===== config.mk =====
export PLATFORM = sky130hd
export DESIGN_NAME = step_rate_generator
export DESIGN_NICKNAME = d
export VERILOG_FILES = /design/src/rtl/step_rate_generator.sv
export SDC_FILE = /design/constraint.sdc
export NUM_CORES = 1
export LEC_CHECK = 0
export BUFFER_PORTS_ARGS = -buffer_cell sky130_fd_sc_hd__buf_2
export CELL_PAD_IN_SITES_DETAIL_PLACEMENT = 1
export CELL_PAD_IN_SITES_GLOBAL_PLACEMENT = 1
export CORE_ASPECT_RATIO = 0.9
export CORE_MARGIN = 8
export CORE_UTILIZATION = 40
export DETAILED_ROUTE_END_ITERATION = 7
export PLACE_DENSITY_LB_ADDON = 0.1
export SYNTH_ARGS = -nofsm -noshare
export SYNTH_HDL_FRONTEND = slang
export SYNTH_SLANG_ARGS = --single-unit

===== constraint.sdc =====
create_clock -name clk -period 5.55 [get_ports clk]
set_input_delay 0.555 -clock clk [delete_from_list [all_inputs] [get_ports clk]]
set_output_delay 0.555 -clock clk [all_outputs]
set_load 0.005 [all_outputs]

===== src/rtl/step_rate_generator.sv =====
// step_rate_generator: ramped step strobe with accel, cruise and decel-to-stop
module step_rate_generator #(
  parameter int PERIOD_W     = 24,
  parameter int START_PERIOD = 500000,
  parameter int RAMP_STEP    = 25000,
  parameter int TARGET_0     = 400000,
  parameter int TARGET_1     = 250000,
  parameter int TARGET_2     = 150000,
  parameter int TARGET_3     = 100000
) (
  input  logic                clk,
  input  logic                reset,
  input  logic                run_en,
  input  logic [1:0]          speed_sel,
  output logic                step_tick,
  output logic                moving,
  output logic                at_speed,
  output logic [PERIOD_W-1:0] cur_period,
  output logic [15:0]         step_count
);
  typedef enum logic [1:0] {IDLE, ACCEL, CRUISE, DECEL} state_e;
  localparam logic [PERIOD_W-1:0] SP = PERIOD_W'(START_PERIOD);
  localparam logic [PERIOD_W-1:0] RS = PERIOD_W'(RAMP_STEP);
  localparam logic [PERIOD_W-1:0] T0 = PERIOD_W'(TARGET_0);
  localparam logic [PERIOD_W-1:0] T1 = PERIOD_W'(TARGET_1);
  localparam logic [PERIOD_W-1:0] T2 = PERIOD_W'(TARGET_2);
  localparam logic [PERIOD_W-1:0] T3 = PERIOD_W'(TARGET_3);
  localparam logic [PERIOD_W:0]   SP_X = {1'b0, SP};
  state_e state_q, state_d, run_state;
  logic [PERIOD_W-1:0] cnt_q, cnt_d, cur_period_q, cur_period_d;
  logic [PERIOD_W-1:0] tgt, ramp_down, ramp_up, ramp_stop, next_run;
  logic [PERIOD_W:0] up_sum;
  logic [15:0] step_count_q, step_count_d;
  // tick detection and the clamped ramp candidates, one period step toward the goal
  always_comb begin
    tgt = speed_sel == 2'd0 ? T0 : speed_sel == 2'd1 ? T1 : speed_sel == 2'd2 ? T2 : T3;
    step_tick = state_q != IDLE && cnt_q == cur_period_q - PERIOD_W'(1);
    up_sum = {1'b0, cur_period_q} + {1'b0, RS};
    ramp_down = {1'b0, cur_period_q} > {1'b0, tgt} + {1'b0, RS} ? cur_period_q - RS : tgt;
    ramp_up = up_sum < {1'b0, tgt} ? up_sum[PERIOD_W-1:0] : tgt;
    ramp_stop = up_sum < SP_X ? up_sum[PERIOD_W-1:0] : SP;
    next_run = tgt < cur_period_q ? ramp_down : tgt > cur_period_q ? ramp_up : cur_period_q;
    run_state = next_run == tgt ? CRUISE : tgt < cur_period_q ? ACCEL : DECEL;
  end
  // next state: period and ramp decisions only at a tick, except a run_en drop
  always_comb begin
    state_d = state_q;
    cur_period_d = cur_period_q;
    cnt_d = state_q == IDLE || step_tick ? '0 : cnt_q + PERIOD_W'(1);
    step_count_d = step_count_q + 16'(step_tick);
    if (state_q == IDLE) begin
      state_d = run_en ? ACCEL : IDLE;
      cur_period_d = SP;
    end else if (step_tick && !run_en) begin
      state_d = cur_period_q >= SP ? IDLE : DECEL;
      cur_period_d = cur_period_q >= SP ? SP : ramp_stop;
    end else if (step_tick) begin
      state_d = run_state;
      cur_period_d = next_run;
    end else if (!run_en) begin
      state_d = DECEL;
    end
  end
  // state, counter and period registers
  always_ff @(posedge clk) begin
    if (reset) begin
      state_q <= IDLE;
      cnt_q <= '0;
      cur_period_q <= SP;
      step_count_q <= '0;
    end else begin
      state_q <= state_d;
      cnt_q <= cnt_d;
      cur_period_q <= cur_period_d;
      step_count_q <= step_count_d;
    end
  end
  assign moving = state_q != IDLE;
  assign at_speed = state_q == CRUISE;
  assign cur_period = cur_period_q;
  assign step_count = step_count_q;
endmodule


== After elaboration in Yosys (flattened, before gate mapping) ==
Cells that the tools add are included.

* Register bits: 66
* Input port bits: 5
* Output and inout bits: 43
* Word-level logic and storage cells: 51

* $add $sub $neg: 6
* Order comparisons: 6
* Eq/ne operators: 6
* Mux-type cells: 19
* Reductions and logical operators: 10

{| class="wikitable"
|+ Operator list
! cell !! number
|-
| $mux 24 || 8
|-
| $mux 18 || 2
|-
| $add 24x15->25 const B || 1
|-
| $lt 25x19->1 || 1
|-
| $lt 25x19->1 const B || 1
|-
| $add 24x1->24 const B || 1
|-
| $eq 24x19->1 || 1
|-
| $eq 24x24->1 || 1
|-
| $ge 24x19->1 const B || 1
|-
| $gt 19x24->1 || 1
|-
| $gt 24x20->1 || 1
|-
| $lt 19x24->1 || 1
|-
| $sub 24x1->24 const B || 1
|-
| $sub 24x15->24 const B || 1
|-
| $add 19x15->20 const B || 1
|-
| $mux 19 || 1
|-
| $add 16x1->16 || 1
|-
| $mux 2 || 7
|-
| $eq 2x2->1 const B || 2
|-
| $logic_not 2->1 || 2
|-
| $ne 4x1->1 const B || 1
|-
| $reduce_bool 2->1 || 2
|-
| $reduce_or 2->1 || 2
|-
| $eq 2x1->1 const B || 1
|-
| other kinds (4) || 5
|}

== Depth between registers and ports, before layout ==
* Depth after elaboration: 13
* Depth in mapped cells: 19

== Worst setup path before layout ==
Ideal clock, no wire load.

* Path kind: register -> register
* Start point: register cur_period_q[5], in the netlist cur_period[5]
* End point: register state_q[1]
* Arrival time: 4,276 ps
* Slack: 1,198 ps
* Cell stages (with the launch flop): 18
* Buffers on the path: 1
* Period minus slack after synthesis: 4,352 ps
* Cell sequence: dfxtp_1 -> buf_2 -> a211oi_1 -> a21oi_1 -> o2111ai_1 -> xnor2_1 -> ha_1 -> and2_1 -> a211o_1 -> a31oi_1 -> a31o_2 -> and2_4 -> nand3_2 -> o221a_1 -> a2111oi_1 -> nor2_1 -> or4_1 -> a41oi_2

* Longest elaborated chain between the ends: 10
* Elaborated cells on any way between the ends: 23
* Classes of those cells: 3 x add/sub; 5 x order compare; 3 x eq/ne; 10 x mux; 2 x reduce/logical

{| class="wikitable"
|+ RTL lines
! item !! line !! RTL
|-
| from (decl) || 30 || <nowiki>logic [PERIOD_W-1:0] cnt_q, cnt_d, cur_period_q, cur_period_d;</nowiki>
|-
| from (signal assigned) || 74 || <nowiki>cur_period_q <= cur_period_d;</nowiki>
|-
| $add 24x15->25 || 38 || <nowiki>up_sum = {1'b0, cur_period_q} + {1'b0, RS};</nowiki>
|-
| $lt 25x19->1 || 40 || <nowiki>ramp_up = up_sum < {1'b0, tgt} ? up_sum[PERIOD_W-1:0] : tgt;</nowiki>
|-
| $mux 24 || 40 ||
|-
| $mux 24 (2 in a row) || 42 || <nowiki>next_run = tgt < cur_period_q ? ramp_down : tgt > cur_period_q ? ramp_up : cur_period_q;</nowiki>
|-
| $eq 24x19->1 || 43 || <nowiki>run_state = next_run == tgt ? CRUISE : tgt < cur_period_q ? ACCEL : DECEL;</nowiki>
|-
| $mux 2 || 43 ||
|-
| $mux 2 || 57 || <nowiki>end else if (step_tick) begin</nowiki>
|-
| $mux 2 || 54 || <nowiki>end else if (step_tick && !run_en) begin</nowiki>
|-
| $mux 2 || 51 || <nowiki>if (state_q == IDLE) begin</nowiki>
|-
| to (signal assigned) || 72 || <nowiki>state_q <= state_d;</nowiki>
|-
| to (decl) || 29 || <nowiki>state_e state_q, state_d, run_state;</nowiki>
|}

Several ways; a longest one is shown, not always the timed one.
A chain may end at the register's enable or synchronous reset.

== Final worst setup path ==
* Start point: register cur_period_q[6], in the netlist cur_period[6]
* End point: register state_q[1]

Same word-level chain as after synthesis.

==> run summary <==
Commonest non-fill, non-tap cell in the layout: nor2_1
CP Launch Type: register
Clock latency at the later pin of the worst-skew pair: 0.35 ns
Share of cells above drive strength 1: 15.1%
LEAKAGE: 3.17 nW
Net count, final: 1,058
Gate Count Post-Synth: 942
Syn Nets: 1,002
Fmax: 194 MHz
Asr flop ratio synth: 0%
Worst Setup End Kind: register
CP max stage delay: 0.70 ns
VDD IR-drop max: 0.000142 V
Routability cong.: 1.03
CTS Buf Count: 9
CTS tree: yes
Top FF cell, synth: dfxtp_1
Number of remaining DRC errors: 0
Sequential share of the synthesized area: 18.8%
Final hold vios: 0
EDFF count, synth: 0
Crit-path slowest cell: dfxtp_1
RSZ-0062 raised after global routing: false
Detail Route Antenna Nets: 0
Reg2Reg Launch Point: cur_period[6]
Initial antenna violation count: 1
Reg clk slew, reported paths: 0.06 ns
Post-DR vias/cell: 6.31
I/O pin count: 48
GR Util met1: 40.6%
DRT iter0 DRCs: 764
GR Util All Layers: 29.0%
Average wire per standard cell: 25.6 µm
Worst EP arrival: 5.42 ns
Hold Startpoint: step_count[15]
Die height: 142 µm
Max-cap violations: 0
Setup Skew: 0.0109 ns
CTS Buffer Depth: 2
Clock sink total: 66
CTS Root Cell: clkbuf_16
CTS Hold Bufs: 0
Critical Path Fanout Max: 13
Fillers: 2,247
DP HPWL: 25.0 mm
Via count: 7,841
Setup_tns: 0 ns
Hold WS: 0.511 ns
Min-Delay Path Class: register to register
Initial core utilization: 40.4%
Critical path origin: cur_period[6]
Final Setup Violations: 0
Crit path cell chain: a211oi_1 -> a21oi_1 -> o2111ai_1 -> xnor2_1 -> ha_1 -> and2_1 -> a211o_1 -> a31oi_1 -> a31o_2 -> and2_4 -> nand3_2 -> o221a_1 -> a2111oi_1 -> nor2_1 -> or4_1 -> a41oi_2
PD cells: 157 nW/µm²
Area grow syn2layout: 13.2%
Crit Path Class: register to register
Worst EP required: 5.82 ns
Status: completed
Tmin final: 5.15 ns
Synthesized area: 7040 µm²
Max Slew Vio Count: 0
Worst-margin pin slew: 0.870 ns
IO Port Bufs: 47
Flop2flop setup slack: 0.40 ns
Netlist cell types: 90
Number of global-route vias before repair: 7,730
Die area: 22,100 µm²
GR Layer Usage met2: 41.8%
Total Routed Length: 31.9 mm
M3 GR Usage: 5.72%
First-pass GRT wire length: 48.6 mm
# diodes: 0
Die X: 156 µm
TritonRoute pass-1 iters: 5
Fin crit share: 92.7%
Global route overflow: 0
H-tree Lvls: 3
Synth Register Bits: 66
Core area: 17,400 µm²
Ys Warns: 0
Avg Cell Area, Syn: 7.47 µm²
Most frequent cells in the layout: nor2_1, nand2_1, a21oi_1
Row count: 46
Largest net degree at the start of global routing: 24
Postcts setup bufs: 0
Slew margin rel.: 42.0%
Most Crowded Layer GR: met2
-- critical path, delay by kind of cell, from the launching register on --
kind | cells | cell delay (ns)
AO/OA/AOI/OAI | 9 | 2.44
XOR/XNOR | 1 | 0.40
adder cells (fa/ha/maj) | 1 | 0.34
flip-flops | 1 | 0.70
AND/OR/NAND/NOR | 5 | 1.18
-- through the flow --
stage	utilization, %	instance area, µm²	worst slack (ns)	std cells	total power, W
after CTS	45.7	7960	0.328	1243	0.00126
after global placement	44.0	7670	0.474	1227	0.000687
after floorplan	-	7040	1.20	942	0.000618
final	45.7	7970	0.403	1243	0.00125
after global routing	45.7	7970	0.152	1243	0.00130
after detailed placement	44.0	7670	0.348	1227	0.000686
-- worst paths after layout --
kind	endpoint	depth (start not counted)
setup / recovery	state_q[1]	16
hold / removal	step_count[15]	2
setup reg to reg	state_q[1]	16
hold reg to reg	step_count[15]	2
-- kinds of logic after synthesis --
logic type      after synthesis  synth area share (%)
fa+ha+maj                    55                  9.77
mux                           3                 0.498
xor+xnor                     85                  10.7
other cells                   1                0.0533
flops                        66                  18.8
simple gates                390                  30.5
buf+inv                      90                  5.79
compound gates              252                  24.0
-- cell usage after synthesis, types with 12 or more instances --
| master | n | area, µm² |
|---|---|---|
| a211oi_1 | 13 | 97.6 |
| o211ai_1 | 17 | 128 |
| o21ai_0 | 51 | 255 |
| nand4_1 | 25 | 156 |
| and2_1 | 13 | 81.3 |
| xnor2_1 | 47 | 412 |
| buf_2 | 14 | 70.1 |
| nor2_1 | 91 | 342 |
| nand3_1 | 44 | 220 |
| inv_1 | 39 | 146 |
| ha_1 | 55 | 688 |
| dfxtp_1 | 66 | 1320 |
| nand2_1 | 80 | 300 |
| and3_1 | 15 | 93.8 |
| a31oi_1 | 14 | 87.6 |
| nor3_1 | 25 | 125 |
| xor2_1 | 37 | 324 |
| clkbuf_1 | 23 | 86.3 |
| a21oi_1 | 68 | 340 |
| a21o_1 | 12 | 90.1 |
-- per-layer routing --
layer,up-vias,routed length [µm]
met5,-,13
met4,2,1350
met3,89,2850
met2,387,13200
met1,3788,14400
li1,3575,-
-- power breakdown --
group          switching [W]  internal (W)
Clock               0.000257      0.000311
Combinational       0.000134     0.0000705
Sequential        0.00000278      0.000475
Total               0.000394      0.000857
-- state kept, by name (all words and copies together) (netlist names) --
name	flops
cnt_q	24
step_count	16
state_q	2
cur_period	24
-- final cells by class --
class                   count  area, µm²  share of cell area (%)
inverters                  41        154                    1.93
well taps                 240        300                    3.77
flip-flops and latches     66       1320                    16.6
clock inverters             7       61.3                   0.769
repair buffers             94        588                    7.38
clock buffers               9        225                    2.83
multi-input cells         786       5320                    66.7
-- what timing repair did --
action	in CTS	in global routing
endpoints found under the hold margin	0	0
resized for setup	0	1
setup endpoints to repair	0	2
Note: power is estimated with default switching activity, not from simulation.
